==> config.mk <==
export PLATFORM = sky130hd
export DESIGN_NAME = mips_cpu_hilo_ctrl_flat
export DESIGN_NICKNAME = d
export VERILOG_FILES = /design/src/rtl/mips_cpu_pkg.sv /design/src/rtl/mips_cpu_hilo_ctrl_if.sv /design/src/rtl/mips_cpu_hilo_iter.sv /design/src/rtl/mips_cpu_hilo_ctrl.sv /design/src/flat_wrapper.sv
export SDC_FILE = /design/constraint.sdc
export NUM_CORES = 1
export LEC_CHECK = 0
export ABC_AREA = 1
export ABC_CLOCK_PERIOD_IN_PS = 7300
export CORE_MARGIN = 1.5
export CORE_UTILIZATION = 30
export CTS_CLUSTER_SIZE = 28
export DETAILED_ROUTE_END_ITERATION = 6
export SYNTH_ARGS = -nofsm -noshare
export SYNTH_HDL_FRONTEND = slang
export SYNTH_SLANG_ARGS = --single-unit
==> constraint.sdc <==
create_clock -name clk -period 7.3 [get_ports clk]
set_input_delay 1.825 -clock clk [delete_from_list [all_inputs] [get_ports clk]]
set_output_delay 1.825 -clock clk [all_outputs]
set_load 0.005 [all_outputs]
==> src/rtl/mips_cpu_pkg.sv <==
// Shared types and constants for the MIPS CPU HI/LO multiply/divide sequencer.
package mips_cpu_pkg;

  localparam int HILO_ITERS = 32;

  typedef enum logic [2:0] {
    OP_MULT  = 3'd0,
    OP_MULTU = 3'd1,
    OP_DIV   = 3'd2,
    OP_DIVU  = 3'd3,
    OP_MTHI  = 3'd4,
    OP_MTLO  = 3'd5
  } hilo_op_t;

  typedef enum logic [1:0] {
    ST_IDLE,
    ST_ITER,
    ST_FIX
  } hilo_state_t;

  function automatic logic is_signed_op(input logic [2:0] op);
    return (op == OP_MULT) || (op == OP_DIV);
  endfunction

endpackage

==> src/rtl/mips_cpu_hilo_ctrl_if.sv <==
// Decode-stage <-> HI/LO unit bus: operation request plus busy/done and live HI/LO.
interface mips_cpu_hilo_ctrl_if #(parameter int WIDTH = 32);

  logic             op_valid;
  logic [2:0]       op;
  logic [WIDTH-1:0] rs_data;
  logic [WIDTH-1:0] rt_data;
  logic             busy;
  logic             done;
  logic [WIDTH-1:0] hi;
  logic [WIDTH-1:0] lo;

  modport master (
    output op_valid, op, rs_data, rt_data,
    input  busy, done, hi, lo
  );

  modport slave (
    input  op_valid, op, rs_data, rt_data,
    output busy, done, hi, lo
  );

endinterface

==> src/rtl/mips_cpu_hilo_iter.sv <==
// One radix-2 step: shift-add multiply on acc={partial,multiplier}, or restoring
// divide on acc={remainder,dividend/quotient}.
module mips_cpu_hilo_iter #(
  parameter int WIDTH = 32
) (
  input  logic               is_div,
  input  logic [2*WIDTH-1:0] acc,
  input  logic [WIDTH-1:0]   operand,
  output logic [2*WIDTH-1:0] acc_next
);

  logic [WIDTH:0] sum;
  logic [WIDTH:0] shifted;
  logic [WIDTH:0] trial;

  // NOTE: every output of a combinational block gets a value on every path; a missed branch infers a latch.
  always_comb begin
    sum      = {1'b0, acc[2*WIDTH-1:WIDTH]} + (acc[0] ? {1'b0, operand} : '0);
    shifted  = {acc[2*WIDTH-1:WIDTH], acc[WIDTH-1]};
    trial    = shifted - {1'b0, operand};
    acc_next = {sum, acc[WIDTH-1:1]};
    if (is_div) begin
      // Bit WIDTH of the trial difference is the borrow: set means restore.
      if (!trial[WIDTH]) acc_next = {trial[WIDTH-1:0], acc[WIDTH-2:0], 1'b1};
      else               acc_next = {shifted[WIDTH-1:0], acc[WIDTH-2:0], 1'b0};
    end
  end

endmodule

==> src/rtl/mips_cpu_hilo_ctrl.sv <==
// HI/LO owner: MTHI/MTLO writes, and iterative MULT/MULTU/DIV/DIVU with sign fix-up.
module mips_cpu_hilo_ctrl
  import mips_cpu_pkg::*;
#(
  parameter int WIDTH = HILO_ITERS
) (
  input  logic                  clk,
  input  logic                  reset,
  input  logic                  clk_enable,
  mips_cpu_hilo_ctrl_if.slave   bus
);

  localparam int CW = $clog2(WIDTH);
  localparam logic [CW-1:0] LAST = CW'(WIDTH - 1);

  hilo_state_t        state;
  logic [CW-1:0]      counter;
  logic [2*WIDTH-1:0] acc;
  logic [2*WIDTH-1:0] acc_next;
  logic [WIDTH-1:0]   operand;
  logic               is_div;
  logic               neg_res;
  logic               neg_rem;
  logic [WIDTH-1:0]   hi_q;
  logic [WIDTH-1:0]   lo_q;
  logic               done_q;

  logic               rs_neg;
  logic               rt_neg;
  logic [WIDTH-1:0]   mag_rs;
  logic [WIDTH-1:0]   mag_rt;
  logic [2*WIDTH-1:0] prod;
  logic [WIDTH-1:0]   quot;
  logic [WIDTH-1:0]   rem;

  always_comb begin
    rs_neg = is_signed_op(bus.op) & bus.rs_data[WIDTH-1];
    rt_neg = is_signed_op(bus.op) & bus.rt_data[WIDTH-1];
    mag_rs = rs_neg ? -bus.rs_data : bus.rs_data;
    mag_rt = rt_neg ? -bus.rt_data : bus.rt_data;
    prod   = neg_res ? -acc : acc;
    quot   = neg_res ? -acc[WIDTH-1:0] : acc[WIDTH-1:0];
    rem    = neg_rem ? -acc[2*WIDTH-1:WIDTH] : acc[2*WIDTH-1:WIDTH];
  end

  mips_cpu_hilo_iter #(.WIDTH(WIDTH)) u_iter (
    .is_div   (is_div),
    .acc      (acc),
    .operand  (operand),
    .acc_next (acc_next)
  );

  // NOTE: sequential state uses non-blocking assignments so every register sees pre-edge values.
  always_ff @(posedge clk or posedge reset) begin
    if (reset) begin
      state   <= ST_IDLE;
      counter <= '0;
      acc     <= '0;
      operand <= '0;
      is_div  <= 1'b0;
      neg_res <= 1'b0;
      neg_rem <= 1'b0;
      hi_q    <= '0;
      lo_q    <= '0;
      done_q  <= 1'b0;
    end else if (clk_enable) begin
      done_q <= 1'b0;
      case (state)
        ST_IDLE: begin
          if (bus.op_valid) begin
            case (bus.op)
              OP_MTHI: hi_q <= bus.rs_data;
              OP_MTLO: lo_q <= bus.rs_data;
              OP_MULT, OP_MULTU: begin
                acc     <= {{WIDTH{1'b0}}, mag_rt};
                operand <= mag_rs;
                is_div  <= 1'b0;
                neg_res <= rs_neg ^ rt_neg;
                neg_rem <= 1'b0;
                counter <= '0;
                state   <= ST_ITER;
              end
              OP_DIV, OP_DIVU: begin
                acc     <= {{WIDTH{1'b0}}, mag_rs};
                operand <= mag_rt;
                is_div  <= 1'b1;
                neg_res <= rs_neg ^ rt_neg;
                neg_rem <= rs_neg;
                counter <= '0;
                state   <= ST_ITER;
              end
              default: ;
            endcase
          end
        end
        ST_ITER: begin
          acc     <= acc_next;
          counter <= counter + 1'b1;
          if (counter == LAST) state <= ST_FIX;
        end
        ST_FIX: begin
          // A zero divisor leaves HI/LO untouched but still completes with done.
          if (!is_div) begin
            {hi_q, lo_q} <= prod;
          end else if (operand != '0) begin
            hi_q <= rem;
            lo_q <= quot;
          end
          done_q <= 1'b1;
          state  <= ST_IDLE;
        end
        default: state <= ST_IDLE;
      endcase
    end
  end

  assign bus.busy = (state != ST_IDLE);
  assign bus.done = done_q;
  assign bus.hi   = hi_q;
  assign bus.lo   = lo_q;

endmodule

==> src/flat_wrapper.sv <==
// flat-port wrapper written by rule: the top's interface ports become plain ports
module mips_cpu_hilo_ctrl_flat import mips_cpu_pkg::*;
#(
  parameter int WIDTH = HILO_ITERS
)
  (clk, reset, clk_enable, bus_op_valid, bus_op, bus_rs_data, bus_rt_data, bus_busy, bus_done, bus_hi, bus_lo);
  mips_cpu_hilo_ctrl_if #(.WIDTH(WIDTH)) bus_i ();
  input  logic clk;
  input  logic reset;
  input  logic clk_enable;
  input wire logic [$bits(bus_i.op_valid)-1:0] bus_op_valid;
  input wire logic [$bits(bus_i.op)-1:0] bus_op;
  input wire logic [$bits(bus_i.rs_data)-1:0] bus_rs_data;
  input wire logic [$bits(bus_i.rt_data)-1:0] bus_rt_data;
  output wire logic [$bits(bus_i.busy)-1:0] bus_busy;
  output wire logic [$bits(bus_i.done)-1:0] bus_done;
  output wire logic [$bits(bus_i.hi)-1:0] bus_hi;
  output wire logic [$bits(bus_i.lo)-1:0] bus_lo;
  assign bus_i.op_valid = bus_op_valid;
  assign bus_i.op = bus_op;
  assign bus_i.rs_data = bus_rs_data;
  assign bus_i.rt_data = bus_rt_data;
  assign bus_busy = bus_i.busy;
  assign bus_done = bus_i.done;
  assign bus_hi = bus_i.hi;
  assign bus_lo = bus_i.lo;
  mips_cpu_hilo_ctrl #(.WIDTH(WIDTH)) u_core (.clk(clk), .reset(reset), .clk_enable(clk_enable), .bus(bus_i));
endmodule
# After elaboration in Yosys (flattened, before gate mapping)
# Cells that the tools add are included.
dict set report totals {
  ff_bits 171
  input_bits 71
}
dict set report classes {
  reduce_logical 18
  eq_ne 15
  mux 32
  bitwise_logic 3
  add_sub_neg 8
}
# operator count
set ops {}
lappend ops {{2-to-1 mux 32 bit} 13}
lappend ops {{2-to-1 mux 64 bit} 4}
lappend ops {{case mux 64 bit (2 select lines)} 2}
lappend ops {{case mux 32 bit (2 select lines)} 3}
lappend ops {{negation 32 bit} 4}
lappend ops {{negation 64 bit} 1}
lappend ops {{adder 32 x 33 -> 33 bit} 1}
lappend ops {{subtractor 33 x 32 -> 33 bit} 1}
lappend ops {{nonzero test 32 bit} 1}
lappend ops {{AND reduction 4 bit} 5}
lappend ops {{2-to-1 mux 5 bit} 2}
lappend ops {{case mux 5 bit (2 select lines)} 1}
lappend ops {{AND reduction 5 bit} 2}
lappend ops {{inequality test 2 bit, second input constant} 4}
lappend ops {{nonzero test 2 bit} 4}
lappend ops {{equality test 3 x 2 -> 1 bit, second input constant} 2}
lappend ops {{equality test 3 bit, second input constant} 2}
lappend ops {{2-to-1 mux 2 bit} 3}
lappend ops {{inequality test 3 bit, second input constant} 2}
lappend ops {{adder 5 x 1 -> 5 bit, second input constant} 1}
lappend ops {{equality test 5 bit, second input constant} 1}
lappend ops {{case mux 1 bit (2 select lines)} 2}
lappend ops {{case mux 2 bit (2 select lines)} 1}
lappend ops {{OR reduction 2 bit} 2}
lappend ops {{other kinds (11)} 12}

# Depth between registers and ports, before layout
dict set report logic_depth {
  ltp_word 7
  ltp_mapped 20
  depth_no_buf 18
}

# Hierarchy
# A second synthesis with hierarchy kept.
dict set report unflattened {
  hier_cells 3329
  area_unflattened_um2 19097.1
}
# mod n_inst area_each_um2 cells_per_inst seq_area_each_um2
set by_module_without_submodules {}
lappend by_module_without_submodules {mips_cpu_hilo_ctrl 1 12741.0 2021 4279.1}
lappend by_module_without_submodules {mips_cpu_hilo_iter 1 6356.1 1308 0.0}

# Worst setup path before layout
# OpenSTA, ideal clock, no wires.
dict set report synth_path {
  path_type {input to register}
  start {input port bus_rs_data[0]}
  end {register u_core.operand[18]}
  cell_stages 10
  required_time_ns 7.174
  arrival_time_ns 3.066
  setup_time_ns 0.126
  setup_slack_ns 4.108
  path_cell_list {inv_1 ha_1 nand3_1 nor2_1 nand3_1 o21ai_0 xor2_1 nand2_1 nand3_1 o21ai_0}
}
dict set report synth_between {
  elab_chain_len 3
}
# item line_no
set synth_rtl {}
lappend synth_rtl {{from (decl)} flat_wrapper.sv:13} ;# input wire logic [$bits(bus_i.rs_data)-1:0] bus_rs_data;
lappend synth_rtl {{negation 32 bit} mips_cpu_hilo_ctrl.sv:39} ;# mag_rs = rs_neg ? -bus.rs_data : bus.rs_data;
lappend synth_rtl {{2-to-1 mux 32 bit} mips_cpu_hilo_ctrl.sv:39}
lappend synth_rtl {{case mux 32 bit (2 select lines)} mips_cpu_hilo_ctrl.sv:71} ;# case (bus.op)
lappend synth_rtl {{to (signal assigned)} mips_cpu_hilo_ctrl.sv:76} ;# operand <= mag_rs;
lappend synth_rtl {{to (signal assigned)} mips_cpu_hilo_ctrl.sv:85} ;# operand <= mag_rt;
lappend synth_rtl {{to (decl)} mips_cpu_hilo_ctrl.sv:20} ;# logic [WIDTH-1:0] operand;
# Every way passes these cells.
# A chain may end at the register's enable or synchronous reset.

# Worst setup path after layout
dict set report layout_path {
  start {input port bus_op[2]}
  end {register u_core.acc[8]}
}
dict set report layout_between {
  elab_chain_len 7
}
# item line_no
set layout_rtl {}
lappend layout_rtl {{from (decl)} flat_wrapper.sv:12} ;# input wire logic [$bits(bus_i.op)-1:0] bus_op;
lappend layout_rtl {{equality test 3 x 2 -> 1 bit or zero test 3 bit (tied branches)} {mips_cpu_pkg.sv:22, mips_cpu_hilo_ctrl.sv:71}}
lappend layout_rtl {{logical OR 1 bit} mips_cpu_pkg.sv:22} ;# return (op == OP_MULT) || (op == OP_DIV);
lappend layout_rtl {{bitwise AND 1 bit (on tied branches)} {mips_cpu_hilo_ctrl.sv:37, mips_cpu_hilo_ctrl.sv:38}}
lappend layout_rtl {{2-to-1 mux 32 bit (on tied branches)} {mips_cpu_hilo_ctrl.sv:39, mips_cpu_hilo_ctrl.sv:40}}
lappend layout_rtl {{case mux 64 bit (2 select lines)} mips_cpu_hilo_ctrl.sv:71}
lappend layout_rtl {{2-to-1 mux 64 bit} mips_cpu_hilo_ctrl.sv:70} ;# if (bus.op_valid) begin
lappend layout_rtl {{case mux 64 bit (2 select lines)} mips_cpu_hilo_ctrl.sv:68} ;# case (state)
lappend layout_rtl {{to (signal assigned)} mips_cpu_hilo_ctrl.sv:75} ;# acc <= {{WIDTH{1'b0}}, mag_rt};
lappend layout_rtl {{to (signal assigned)} mips_cpu_hilo_ctrl.sv:84} ;# acc <= {{WIDTH{1'b0}}, mag_rs};
lappend layout_rtl {{to (signal assigned)} mips_cpu_hilo_ctrl.sv:97} ;# acc <= acc_next;
lappend layout_rtl {{to (decl)} mips_cpu_hilo_ctrl.sv:18} ;# logic [2*WIDTH-1:0] acc;
# Several ways; a longest one is shown, not always the timed one. The select of a mux whose other input is x is not followed.

==> qor.csv <==
metric;value;unit
run_status;complete, no violations;
critPathCaptureType;flip-flop;
synth_enable_flop_cells;0;
synth_cells;3228;
max_freq;237.5;MHz
min_period_over_period;0.5769;
cts_hold_buf;0;
drt_wl_cell;21.31;um
post_route_wl;87.18;mm
synth_common_cells;sky130_fd_sc_hd__nand2_1 (976), sky130_fd_sc_hd__inv_1 (471), sky130_fd_sc_hd__nor2_1 (388), sky130_fd_sc_hd__nand3_1 (358), sky130_fd_sc_hd__o21ai_0 (181);
post-route-worst-setup-slack;3.089;ns
worst_setup_path_endpoint;u_core.acc[8];
worst_flop_to_flop_path_startpoint;u_core.is_div;
hpwl;69.90;mm
dr.first_iter.drc_count;2657;
globalRouteTotalUtil;0.2727;
cap_viol_max_count;0;
dieHeight;251.4;um
num-nets-final;3438;
post_synth_instance_area;18520;um^2
postSynthRegisterBits;171;
leakage_component_of_the_power;10.73;nW
clock_tree.root_cell;sky130_fd_sc_hd__clkbuf_16;
timing.final.max_slew_violations;0;
cts.sinks;171;
placementRows;90;
tritoncts.num_buffers;17;
die_x;251.4;um
die-area;63220;um^2
reg2regPathDepth;7;
critical_path_required;7.72;ns
power.density_cell_area;482.0;nW/um^2
first_pass_iters;6;
yosys.cell_count.top_type;sky130_fd_sc_hd__nand2_1;
cts-htree-levels;4;
netlist-cell-type-count;49;
layout-drive-gt1-share;0.03597;
synth_area_per_cell;5.737;um^2
path_max_fanout;20;
post_drt_via_cell_ratio;5.410;
clock_transition_time_at_the_flip_flop_clock_pins_of_the_worst_setup_and_hold_paths;0.08;ns
setup_total_negative_slack;0;ns
ys_dominant_reg_cell;sky130_fd_sc_hd__dfrtp_1;
synth.yosys.warnings;0;
total_count_of_hold_check_failures_in_the_final_report;0;
antenna_violations_before_repair;3;
regToRegEndpoint;u_core.bus.hi[25];
worstSetupStartpointType;input pin;
synth.net_count;3371;
fin_crit;4.211;ns
port-buffer-count;136;
gpl.final_weighted_congestion;0.9969;
synth_top_cells_by_area;sky130_fd_sc_hd__dfrtp_1 (23%), sky130_fd_sc_hd__nand2_1 (20%), sky130_fd_sc_hd__nand3_1 (9.7%), sky130_fd_sc_hd__inv_1 (9.5%), sky130_fd_sc_hd__nor2_1 (7.9%);
setup.worst_path.start;bus_op[2];
first_global_vias;20130;
grt_max_degree;98;
maxSlewHeadroom;0.2637;
io-pin-count;137;
syn2layout_area_growth;14.48;%
dr_total_vias;22130;
timing.critical_path.arrival;4.63;ns
floorplan.initialDensity;0.3051;
rsz_0062_raised_after_global_routing;no;
grt_first_pass_wirelength;129.0;mm
core_area;60700;um^2
worst-setup-path-type;in2reg;
cts_setup_buffers;0;
place_worst_setup_slack;2.689;ns
flop2flop_setup_slack;3.88;ns
hold_class;reg2reg;
synth_top_area_frac;0.2311;
synth-seq-area-share;0.2311;
drcViolationCount;0;
clock_path_buffers;2;
worst-slew-pin-transition;1.103;ns
setup-violations-final;0;
final_antenna_net_count;0;
clock_insertion_delay_worst_skew;0.48;ns
clock_skew;0.01493;ns
tritoncts;yes;
global_route.overflow_total;0;
synth-async-reset-ratio;1.000;
cts.repair.resized;0;
vdd.ir_drop.worst;0.2902;mV
yosys.area.top_type;sky130_fd_sc_hd__dfrtp_1;
==> where the power goes <==
group | internal (mW) | leakage [nW] | switching [mW]
Sequential | 1.39 | 2.02 | 0.723
Clock | 0.496 | 0.299 | 0.500
Combinational | 2.31 | 8.41 | 4.81
==> per-stage QoR <==
stage / cell area [um^2] / hold WS (ns) / power [mW] / utilization / cells
after detailed placement: 20580 / 0.4674 / 9.012 / 0.3390 / 4058
after global placement: 20580 / 0.4648 / 9.010 / 0.3390 / 4058
after CTS: 21200 / 0.4875 / 10.04 / 0.3492 / 4090
after floorplan: 18520 / 0.4723 / 6.490 / - / 3228
after global routing: 21200 / 0.5107 / 11.01 / 0.3492 / 4090
final: 21200 / 0.4845 / 10.22 / 0.3493 / 4091
==> sequential cells by signal, indices dropped and copies added, names as in the netlist <==
name,count
u_core.acc,64
u_core.bus.lo,32
u_core.bus.done,1
u_core.neg_res,1
u_core.neg_rem,1
u_core.state,2
u_core.is_div,1
u_core.operand,32
u_core.bus.hi,32
u_core.counter,5
==> cells by family after synthesis <==
logic type	count (synthesis)	share of synthesized area
mux	1	0.0005406
xor+xnor	51	0.02412
compound gates	478	0.1462
flops	171	0.2311
buf+inv	589	0.1232
fa+ha+maj	72	0.04946
simple gates	1866	0.4255
==> layer usage <==
metal	GRT usage	share of wire	vias to the layer above	wire [um]
met4	0.1224	0.048	4	4165
met2	0.4190	0.43	1173	37640
met3	0.04147	0.091	181	7896
li1	-	-	10490	-
met5	0	0.00031	-	27
met1	0.3764	0.43	10290	37460
==> worst max-delay path, cell delays in order <==
cell                              delay, ns
sky130_fd_sc_hd__clkdlybuf4s50_1       0.52
sky130_fd_sc_hd__nor2_1                0.28
sky130_fd_sc_hd__inv_1                 0.10
sky130_fd_sc_hd__nor2_2                0.68
sky130_fd_sc_hd__inv_1                 0.34
sky130_fd_sc_hd__nor2_1                0.20
sky130_fd_sc_hd__xor2_1                0.26
sky130_fd_sc_hd__nor2_1                0.07
sky130_fd_sc_hd__nor2_1                0.18
sky130_fd_sc_hd__o21ai_0               0.09
sky130_fd_sc_hd__nand2_1               0.08
==> layout by cell type (no fill, tap or decap), types with 23 or more instances in the layout <==
master / n
sky130_fd_sc_hd__xor2_1: 41
sky130_fd_sc_hd__ha_1: 70
sky130_fd_sc_hd__o211ai_1: 23
sky130_fd_sc_hd__nand3_1: 357
sky130_fd_sc_hd__nor2_1: 384
sky130_fd_sc_hd__inv_1: 468
sky130_fd_sc_hd__nand4_1: 44
sky130_fd_sc_hd__clkdlybuf4s50_1: 136
sky130_fd_sc_hd__a21oi_1: 147
sky130_fd_sc_hd__nand2_1: 976
sky130_fd_sc_hd__nor3_1: 24
sky130_fd_sc_hd__dfrtp_1: 170
sky130_fd_sc_hd__o21ai_0: 181
==> how the worst min path moves through the flow <==
stage	from	to	cells after the start
finish	u_core.bus.lo[11]	u_core.bus.lo[11]	2
global route	u_core.bus.lo[30]	u_core.bus.lo[30]	2
CTS	u_core.bus.lo[0]	u_core.bus.lo[0]	2
detailed placement	u_core.bus.lo[0]	u_core.bus.lo[0]	2
global placement	u_core.bus.lo[0]	u_core.bus.lo[0]	2
floorplan	u_core.counter[4]	u_core.counter[4]	1
==> cell type report <==
type	instances	area [um^2]
clock inverter	15	193.9
fill	6766	39500
inverter	482	1814
antenna	1	2.502
sequential	171	4280
multi-input combinational	2468	11990
timing repair buffer	155	1516
tap	782	978.4
clock buffer	17	425.4
Power figures use the tool's default switching activity.
